==> config.mk <==
export PLATFORM = sky130hd
export DESIGN_NAME = delay_calib_flat
export DESIGN_NICKNAME = d
export VERILOG_FILES = /design/src/rtl/delay_calib_pkg.sv /design/src/rtl/delay_calib_if.sv /design/src/rtl/delay_calib_xdet.sv /design/src/rtl/delay_calib.sv /design/src/flat_wrapper.sv
export SDC_FILE = /design/constraint.sdc
export NUM_CORES = 1
export LEC_CHECK = 0
export BUFFER_PORTS_ARGS = -buffer_cell sky130_fd_sc_hd__buf_2
export CORE_UTILIZATION = 40
export CTS_CLUSTER_SIZE = 25
export DETAILED_ROUTE_END_ITERATION = 16
export PLACE_DENSITY = 0.61
export SETUP_SLACK_MARGIN = 0.02
export SYNTH_ARGS = -nofsm -noshare
export SYNTH_HDL_FRONTEND = slang
export SYNTH_SLANG_ARGS = --single-unit
==> constraint.sdc <==
create_clock -name clk -period 2.97 [get_ports clk]
set_input_delay 0.4455 -clock clk [delete_from_list [all_inputs] [get_ports clk]]
set_output_delay 0.4455 -clock clk [all_outputs]
set_load 0.005 [all_outputs]
==> src/rtl/delay_calib_pkg.sv <==
// -----------------------------------------------------------------------------
// delay_calib_pkg
// Shared definitions for the delay calibrator: the controller state encoding
// and the result codes reported on err_o.
// -----------------------------------------------------------------------------
package delay_calib_pkg;

  typedef enum logic [2:0] {
    IDLE,
    ARM,
    WAIT_REF,
    COUNT,
    NEXT,
    DONE
  } state_t;

  localparam logic [1:0] ERR_OK       = 2'd0;  // measurement valid
  localparam logic [1:0] ERR_NOREF    = 2'd1;  // no reference crossing in time
  localparam logic [1:0] ERR_OVF      = 2'd2;  // delay beyond 2**SW-1
  localparam logic [1:0] ERR_MISMATCH = 2'd3;  // repeated measurements disagree

endpackage

==> src/rtl/delay_calib_if.sv <==
// -----------------------------------------------------------------------------
// delay_calib_if
// Control and sample bundle of the delay calibrator.
//   start_i : calibration request (level, accepted when idle)
//   thr_i   : signed crossing threshold, latched at accept
//   ref_i   : signed reference stream (before the delay line)
//   dly_i   : signed delayed stream (after the delay line)
//   busy_o  : calibration in progress
//   done_o  : one-cycle end-of-calibration pulse
//   sel_o   : measured tap select, held until the next done_o
//   err_o   : result code (see delay_calib_pkg)
// master = software / stream side, slave = calibrator.
// -----------------------------------------------------------------------------
interface delay_calib_if #(
  parameter int DW = 14,
  parameter int SW = 4
);
  logic                 start_i;
  logic signed [DW-1:0] thr_i;
  logic signed [DW-1:0] ref_i;
  logic signed [DW-1:0] dly_i;
  logic                 busy_o;
  logic                 done_o;
  logic [SW-1:0]        sel_o;
  logic [1:0]           err_o;

  modport master (
    output start_i, thr_i, ref_i, dly_i,
    input  busy_o, done_o, sel_o, err_o
  );

  modport slave (
    input  start_i, thr_i, ref_i, dly_i,
    output busy_o, done_o, sel_o, err_o
  );
endinterface

==> src/rtl/delay_calib_xdet.sv <==
// -----------------------------------------------------------------------------
// delay_calib_xdet
// Rising threshold-crossing detector for one registered sample stream.
//   clk, rstn : clock, asynchronous active-low reset
//   prime_i   : high during the priming cycle; suppresses detection while the
//               previous-sample register is being refreshed
//   thr_i     : signed threshold
//   cur_i     : current (already registered) sample
//   cross_o   : combinational, prev < thr && cur >= thr (signed)
// -----------------------------------------------------------------------------
module delay_calib_xdet #(
  parameter int DW = 14
) (
  input  logic                 clk,
  input  logic                 rstn,
  input  logic                 prime_i,
  input  logic signed [DW-1:0] thr_i,
  input  logic signed [DW-1:0] cur_i,
  output logic                 cross_o
);

  logic signed [DW-1:0] prev_q;
  logic                 valid_q;

  // NOTE: sequential state uses non-blocking assignments so every register
  // samples its pre-edge inputs regardless of statement order.
  always_ff @(posedge clk or negedge rstn) begin
    if (!rstn) begin
      prev_q  <= '0;
      valid_q <= 1'b0;
    end else begin
      prev_q <= cur_i;
      // prev is meaningless until the stream has been primed once
      if (prime_i) valid_q <= 1'b1;
    end
  end

  assign cross_o = valid_q && !prime_i && (prev_q < thr_i) && (cur_i >= thr_i);

endmodule

==> src/rtl/delay_calib.sv <==
// -----------------------------------------------------------------------------
// delay_calib
// Measures the latency, in clk cycles, between a reference sample stream and
// its delayed copy, repeated NMEAS times, and reports a tap select for the
// delay line.
//   clk, rstn : sample clock, asynchronous active-low reset
//   bus       : delay_calib_if.slave (start/threshold/streams in,
//               busy/done/select/error out)
// Build option DELAY_CALIB_AVG_EN: when defined, the NMEAS delays are averaged
// (round half up) instead of required to agree; err_o never reports mismatch.
// -----------------------------------------------------------------------------
module delay_calib
  import delay_calib_pkg::*;
#(
  parameter int DW     = 14,
  parameter int SW     = 4,
  parameter int NMEAS  = 4,
  parameter int REF_TO = 65535
) (
  input  logic          clk,
  input  logic          rstn,
  delay_calib_if.slave  bus
);

  localparam int LOG2N = $clog2(NMEAS);
  localparam int IW    = (LOG2N > 0) ? LOG2N : 1;
  localparam int WW    = $clog2(REF_TO + 1);
  localparam logic [SW-1:0] MAXD     = '1;
  localparam logic [IW-1:0] LAST_IDX = IW'(NMEAS - 1);
  localparam logic [WW-1:0] WD_LAST  = WW'(REF_TO - 1);

  state_t               state;
  logic signed [DW-1:0] ref_q, dly_q, thr_q;
  logic                 ref_x, dly_x;
  logic [IW-1:0]        idx;
  logic [WW-1:0]        wd;
  logic [SW-1:0]        cnt, meas;
  logic [SW-1:0]        fin_sel;
  logic [1:0]           fin_err;

  // One register on each stream keeps their relative delay intact.
  always_ff @(posedge clk or negedge rstn) begin
    if (!rstn) begin
      ref_q <= '0;
      dly_q <= '0;
    end else begin
      ref_q <= bus.ref_i;
      dly_q <= bus.dly_i;
    end
  end

  delay_calib_xdet #(.DW(DW)) u_ref_xdet (
    .clk(clk), .rstn(rstn), .prime_i(state == ARM),
    .thr_i(thr_q), .cur_i(ref_q), .cross_o(ref_x)
  );

  delay_calib_xdet #(.DW(DW)) u_dly_xdet (
    .clk(clk), .rstn(rstn), .prime_i(state == ARM),
    .thr_i(thr_q), .cur_i(dly_q), .cross_o(dly_x)
  );

`ifdef DELAY_CALIB_AVG_EN
  localparam int ACW = SW + LOG2N;
  logic [ACW-1:0] acc, sum, rnd;

  // NOTE: every combinational output gets a value before any branch, so no
  // path can leave it unassigned and infer a latch.
  always_comb begin
    sum     = acc + ACW'(meas);
    rnd     = sum + ACW'(NMEAS / 2);
    fin_sel = rnd[ACW-1 -: SW];
    fin_err = ERR_OK;
  end
`else
  logic [SW-1:0] ref_val;
  logic          mism, first, mism_nx;

  always_comb begin
    first   = (idx == '0);
    mism_nx = mism | (!first && (meas != ref_val));
    fin_sel = first ? meas : ref_val;
    fin_err = mism_nx ? ERR_MISMATCH : ERR_OK;
  end
`endif

  always_ff @(posedge clk or negedge rstn) begin
    if (!rstn) begin
      state      <= IDLE;
      thr_q      <= '0;
      idx        <= '0;
      wd         <= '0;
      cnt        <= '0;
      meas       <= '0;
`ifdef DELAY_CALIB_AVG_EN
      acc        <= '0;
`else
      ref_val    <= '0;
      mism       <= 1'b0;
`endif
      bus.busy_o <= 1'b0;
      bus.done_o <= 1'b0;
      bus.sel_o  <= '0;
      bus.err_o  <= ERR_OK;
    end else begin
      bus.done_o <= 1'b0;
      unique case (state)
        IDLE: begin
          if (bus.start_i) begin
            thr_q      <= bus.thr_i;
            idx        <= '0;
`ifdef DELAY_CALIB_AVG_EN
            acc        <= '0;
`else
            mism       <= 1'b0;
`endif
            bus.busy_o <= 1'b1;
            state      <= ARM;
          end
        end
        ARM: begin
          wd    <= '0;
          state <= WAIT_REF;
        end
        WAIT_REF: begin
          if (ref_x) begin
            cnt <= '0;
            if (dly_x) begin
              meas  <= '0;
              state <= NEXT;
            end else begin
              state <= COUNT;
            end
          end else if (wd == WD_LAST) begin
            bus.err_o  <= ERR_NOREF;
            bus.done_o <= 1'b1;
            bus.busy_o <= 1'b0;
            state      <= DONE;
          end else begin
            wd <= wd + 1'b1;
          end
        end
        COUNT: begin
          // cnt == MAXD means this cycle's delay would be 2**SW: unrepresentable
          if (cnt == MAXD) begin
            bus.err_o  <= ERR_OVF;
            bus.done_o <= 1'b1;
            bus.busy_o <= 1'b0;
            state      <= DONE;
          end else if (dly_x) begin
            meas  <= cnt + 1'b1;
            state <= NEXT;
          end else begin
            cnt <= cnt + 1'b1;
          end
        end
        NEXT: begin
`ifdef DELAY_CALIB_AVG_EN
          acc <= sum;
`else
          if (first) ref_val <= meas;
          mism <= mism_nx;
`endif
          if (idx == LAST_IDX) begin
            bus.err_o  <= fin_err;
            if (fin_err == ERR_OK) bus.sel_o <= fin_sel;
            bus.done_o <= 1'b1;
            bus.busy_o <= 1'b0;
            state      <= DONE;
          end else begin
            idx   <= idx + 1'b1;
            state <= ARM;
          end
        end
        DONE:    state <= IDLE;
        default: state <= IDLE;
      endcase
    end
  end

endmodule

==> src/flat_wrapper.sv <==
// flat-port wrapper written by rule: the top's interface ports become plain ports
module delay_calib_flat import delay_calib_pkg::*;
#(
  parameter int DW     = 14,
  parameter int SW     = 4,
  parameter int NMEAS  = 4,
  parameter int REF_TO = 65535
)
  (clk, rstn, bus_start_i, bus_thr_i, bus_ref_i, bus_dly_i, bus_busy_o, bus_done_o, bus_sel_o, bus_err_o);
  delay_calib_if #(.DW(DW), .SW(SW)) bus_i ();
  input  logic clk;
  input  logic rstn;
  input wire logic [$bits(bus_i.start_i)-1:0] bus_start_i;
  input wire logic [$bits(bus_i.thr_i)-1:0] bus_thr_i;
  input wire logic [$bits(bus_i.ref_i)-1:0] bus_ref_i;
  input wire logic [$bits(bus_i.dly_i)-1:0] bus_dly_i;
  output wire logic [$bits(bus_i.busy_o)-1:0] bus_busy_o;
  output wire logic [$bits(bus_i.done_o)-1:0] bus_done_o;
  output wire logic [$bits(bus_i.sel_o)-1:0] bus_sel_o;
  output wire logic [$bits(bus_i.err_o)-1:0] bus_err_o;
  assign bus_i.start_i = bus_start_i;
  assign bus_i.thr_i = bus_thr_i;
  assign bus_i.ref_i = bus_ref_i;
  assign bus_i.dly_i = bus_dly_i;
  assign bus_busy_o = bus_i.busy_o;
  assign bus_done_o = bus_i.done_o;
  assign bus_sel_o = bus_i.sel_o;
  assign bus_err_o = bus_i.err_o;
  delay_calib #(.DW(DW), .SW(SW), .NMEAS(NMEAS), .REF_TO(REF_TO)) u_core (.clk(clk), .rstn(rstn), .bus(bus_i));
endmodule
# Word-level counts from Yosys, hierarchy flattened
# Index checks and enable logic that the tools add are counted.
# totals
register_bits	113
elab_cells	116
# classes
addsub	3
n_lt_le_gt_ge	4
eq_ne	22
muxes	43
bitwise_logic	1
n_reduce_logical	26
# op_table
operator	n
16-bit two-way mux	2
4-bit two-way mux	8
16-bit case mux with 2 select lines	1
14-bit >= comparator	2
14-bit less-than comparator	2
3-bit two-way mux	7
16-bit by 1-bit adder with 16-bit output, second input constant	1
16-bit == test, second input constant	1
4-bit case mux with 2 select lines	2
3-bit case mux with 5 select lines	1
2-bit two-way mux	7
2-bit by 1-bit != test with 1-bit output, second input constant	6
2-bit != test, second input constant	6
3-bit AND reduction	4
1-bit two-way mux	10
5-bit AND reduction	2
3-bit by 2-bit == test with 1-bit output, second input constant	2
1-bit logical AND	6
3-bit by 1-bit != test with 1-bit output, second input constant	2
2-bit case mux with 3 select lines	1
6-bit AND reduction	1
2-bit nonzero test	3
4-bit by 1-bit adder with 4-bit output, second input constant	1
4-bit == test, second input constant	1
17 further kinds	20

# Depth between registers and ports, before layout
# logic_depth
depth_word	8
depth_mapped	12
mapped_depth_nobuf	10

# Modules after synthesis
# Synthesis repeated with hierarchy kept, for this count alone.
# unflattened
hier_cells	463
area_unflattened_um2	5514.0
# by_module_without_submodules
mod	n_inst	cells_per_inst	area_per_inst_um2	seq_area_each_um2
delay_calib	1	265	3469.6	2102.0
delay_calib_xdet	2	99	1022.2	375.4

# Worst setup path after synthesis
# No wires, ideal clock.
# synth_timing
path_kind	register to register
startpoint	register u_core.thr_q[11]
endpoint	register u_core.state[2]
setup_ps	121
arrival_time_ps	2489
required_ps	2849
setup_slack_ps	360
stages_incl_launch_ff	11
n_path_buf	0
cell_sequence	dfrtp_1 inv_1 ha_1 a21o_1 a211oi_1 o2111ai_1 a21oi_1 a311oi_2 or2_1 or4b_1 and4b_1
# synth_via
elab_chain_len	6
word_cells_on_any_way	14
classes_between	4 x order compare; 2 x eq/ne; 3 x mux; 5 x reduce/logical
# synth_lines
item	line_no	source
start, declared	delay_calib.sv:33	logic signed [DW-1:0] ref_q, dly_q, thr_q;
start signal, assigned	delay_calib.sv:109	thr_q <= bus.thr_i;
14-bit less-than comparator	delay_calib_xdet.sv:38	assign cross_o = valid_q && !prime_i && (prev_q < thr_i) && (cur_i >= thr_i);
1-bit logical AND (2 in a row)	delay_calib_xdet.sv:38	
3-bit two-way mux	delay_calib.sv:127	if (dly_x) begin
3-bit two-way mux	delay_calib.sv:125	if (ref_x) begin
3-bit case mux with 5 select lines	delay_calib.sv:106	unique case (state)
end signal, assigned	delay_calib.sv:122	state <= WAIT_REF;
end signal, assigned	delay_calib.sv:129	state <= NEXT;
end signal, assigned	delay_calib.sv:131	state <= COUNT;
end, declared	delay_calib.sv:32	state_t state;
# Several ways; a longest one is shown, not always the timed one.
# A chain may end at the register's enable or synchronous reset.

# Worst setup path after layout
# Same ends and word-level chain as after synthesis.

==> metrics.cfg <==
[status]
status = complete, but fails checks
violations = hold timing

[setup_path]
reg2reg_slack_ps = 150
endpoint = u_core.state[2]
crit_buf_inv = 1
crit_arrival_ps = 3120
crit_fanout = 5
slowest_stage = or4b_1
r2r_start = u_core.thr_q[11]
path_depth = 10
timing.rr.end = u_core.state[2]
cp_cell_sequence = inv_1, ha_1, a21o_1, a211oi_2, o2111ai_1, a21oi_1, a311oi_2, or2_1, or4b_1, and4b_1
critPathMaxStageDelay_ps = 510
reg2regPathDepth = 10
crit_start = u_core.thr_q[11]
required_ps = 3270
end_kind = flip-flop
start_kind = flip-flop
critPathTopFamily = simple AND/OR/NAND/NOR gates
worstSetupPathType = flip-flop to flip-flop

[synthesis]
yosysSeqAreaShare_pct = 51.9
yosysUniqueCellTypes = 53
synth_largest_area_cell = dfrtp_1
synthCells = 492
synth_nets = 596
ys.warnings.count = 0
synth_edf_count = 0
synth.top_cell.area_share_pct = 51.9
netlist_top_cells_count = dfrtp_1, ha_1, nand2_1
synth-seq-cells = 113
avgSynthCellArea_um2 = 11.1
synth_area_um2 = 5450
synth-main-ff-cell = dfrtp_1
ys_async_sr_fraction_pct = 100
synthTopCellsByArea = dfrtp_1, ha_1, nand2_1
yosysMostFrequentCell = dfrtp_1

[timing]
skew_ps = 7.12
fmax_ghz = 0.355
rsz0062_at_grt = false
fin_crit_ps = 2820
hold_violations = 2
hold_ws_ps = -4.42
fin_crit_sh_pct = 94.9
fin_setup_tns_ps = 0
layout_setup_ws_ps = 151
max_slew_margin_pct = 55.9
tightestPinTransition_ps = 661
maxSlewViolCount = 0
setup_violations = 0

[route]
post_drt_wl_per_cell_um = 15.1
dr_total_vias = 3865
drt_pre_antenna_iters = 4
antenna_left = 0
drc = 0
drt-total-wl_um = 11300
detail_route.iter0.violations = 238
via_per_inst = 5.15

[placed_design]
dp_slack_ps = 109
dpl.hpwl_um = 8110
io_buffers = 52
gp_congestion = 0.841

[power]
power.density_nw_per_um2 = 936
p_leak_uw = 0.00313
vdd_drop_max_mv = 0.546

[floorplanning]
coreArea_um2 = 13200
row_count = 42
io_pins = 53
die-area_um2 = 14100
die_w_um = 119
die_h_um = 119
initial_core_util_pct = 41.2

[clock_network]
clkLatencyLatePin_ps = 420
cts_sinks = 113
cts_tree = done
cts_buffer_depth = 2
post_cts_buffers = 0
numCtsBuffers = 17
cts_root_buf = clkbuf_16
ctsResizeCount = 0
h-tree-depth = 4
path_clk_slew_ps = 50
cts_hold_buf = 0

[grt]
overflow = 0
grt_util_all_layers_pct = 17.6
grt_pass1_wl_um = 19100
grt_pass1_vias = 3936
grt_max_degree = 40
antenna_found_initial = 0

[hold_path]
hold_path_class = input port to asynchronous set/reset pin

[finish]
insertedDiodeCount = 0
area_growth_pct = 20.5
fin_nets = 665
drive_gt1_share_pct = 20.6

[flow_run]
maxCapViolCount = 0

final cells by class:
type | instances | area [um^2]
Clock buffer | 18 | 439
Clock inverter | 14 | 140
Fill cell | 1200 | 6670
Inverter | 26 | 97.6
Multi-Input combinational cell | 337 | 2460
Sequential cell | 113 | 2830
Tap cell | 176 | 220
Timing Repair Buffer | 66 | 380
sequential cells by signal (all words and copies together), names as in the netlist, 4 cells and up:
signal	cells
u_core.dly_q	14
u_core.cnt	4
u_core.u_ref_xdet.prev_q	14
u_core.u_dly_xdet.prev_q	14
u_core.thr_q	14
u_core.bus.sel_o	4
u_core.wd	16
u_core.ref_val	4
u_core.ref_q	14
u_core.meas	4
layout by cell type, fill, tap and decap left out, drive strengths merged, types with 3 or more instances in the layout:
master      n
nand4       9
or2         3
nor3        9
clkinvlp    5
dfrtp     113
nand2b      5
o211ai     15
a21o       10
o31a        3
nand3      16
a211oi      4
and4        3
clkinv      6
nand2      52
a31oi       6
nor2       20
xnor2       4
clkbuf     18
mux2i       6
nor2b       4
a22o        3
ha         59
and3        6
buf        66
inv        27
o21ai      30
a21oi      28
or4        13
mux2        8
worst min path at each step:
stage / endpoint / slack, ps
6_report: u_core.thr_q[4] / -4
5_1_grt: u_core.thr_q[4] / 40
4_1_cts: u_core.thr_q[4] / 5
3_5_place_dp: u_core.u_dly_xdet.prev_q[3] / 370
3_3_place_gp: u_core.u_ref_xdet.prev_q[0] / 360
2_1_floorplan: u_core.bus.busy_o / 150
worst register-to-register path, stage by stage (launching register included):
cell and delay, ps:
dfrtp_1 350, inv_1 130, ha_1 270, a21o_1 200, a211oi_2 290, o2111ai_1 150, a21oi_1 200, a311oi_2 110
or2_1 300, or4b_1 510, and4b_1 210
through the flow:
| step | instances | power (uW) | util [%] | area [um^2] |
|---|---|---|---|---|
| 2_1_floorplan | 492 | 3510 | - | 5450 |
| 3_3_place_gp | 718 | 4100 | 45.0 | 5960 |
| 3_5_place_dp | 718 | 4160 | 45.0 | 5960 |
| 4_1_cts | 750 | 6170 | 49.4 | 6540 |
| 5_1_grt | 750 | 6570 | 49.6 | 6570 |
| 6_report | 750 | 6150 | 49.6 | 6570 |
per-layer routing:
layer  track usage [%]  up-vias  wire [um]
li1                  -     1930          -
met1              21.9     1848       5290
met2              27.7       65       5280
met3              4.58       22        395
met4              9.89        0        331
met5                 0        -          0
where the power goes:
group	switching [uW]	leakage (uW)	internal [uW]	total (uW)
registers	208	0.00140	1800	2010
logic	1260	0.00145	894	2160
clock network	730	0.000274	1250	1980
logic make-up after synthesis:
logic type               count (synthesis)  synth area share (%)
adder cells (fa/ha/maj)                 59                  13.5
buffers and inverters                   42                  3.37
multiplexers                            14                  2.75
AND/OR/NAND/NOR                        146                  13.6
XOR/XNOR                                 6                 0.964
flip-flops                             113                  51.9
AO/OA/AOI/OAI                          112                  13.8
(Power assumes the default switching activity.)
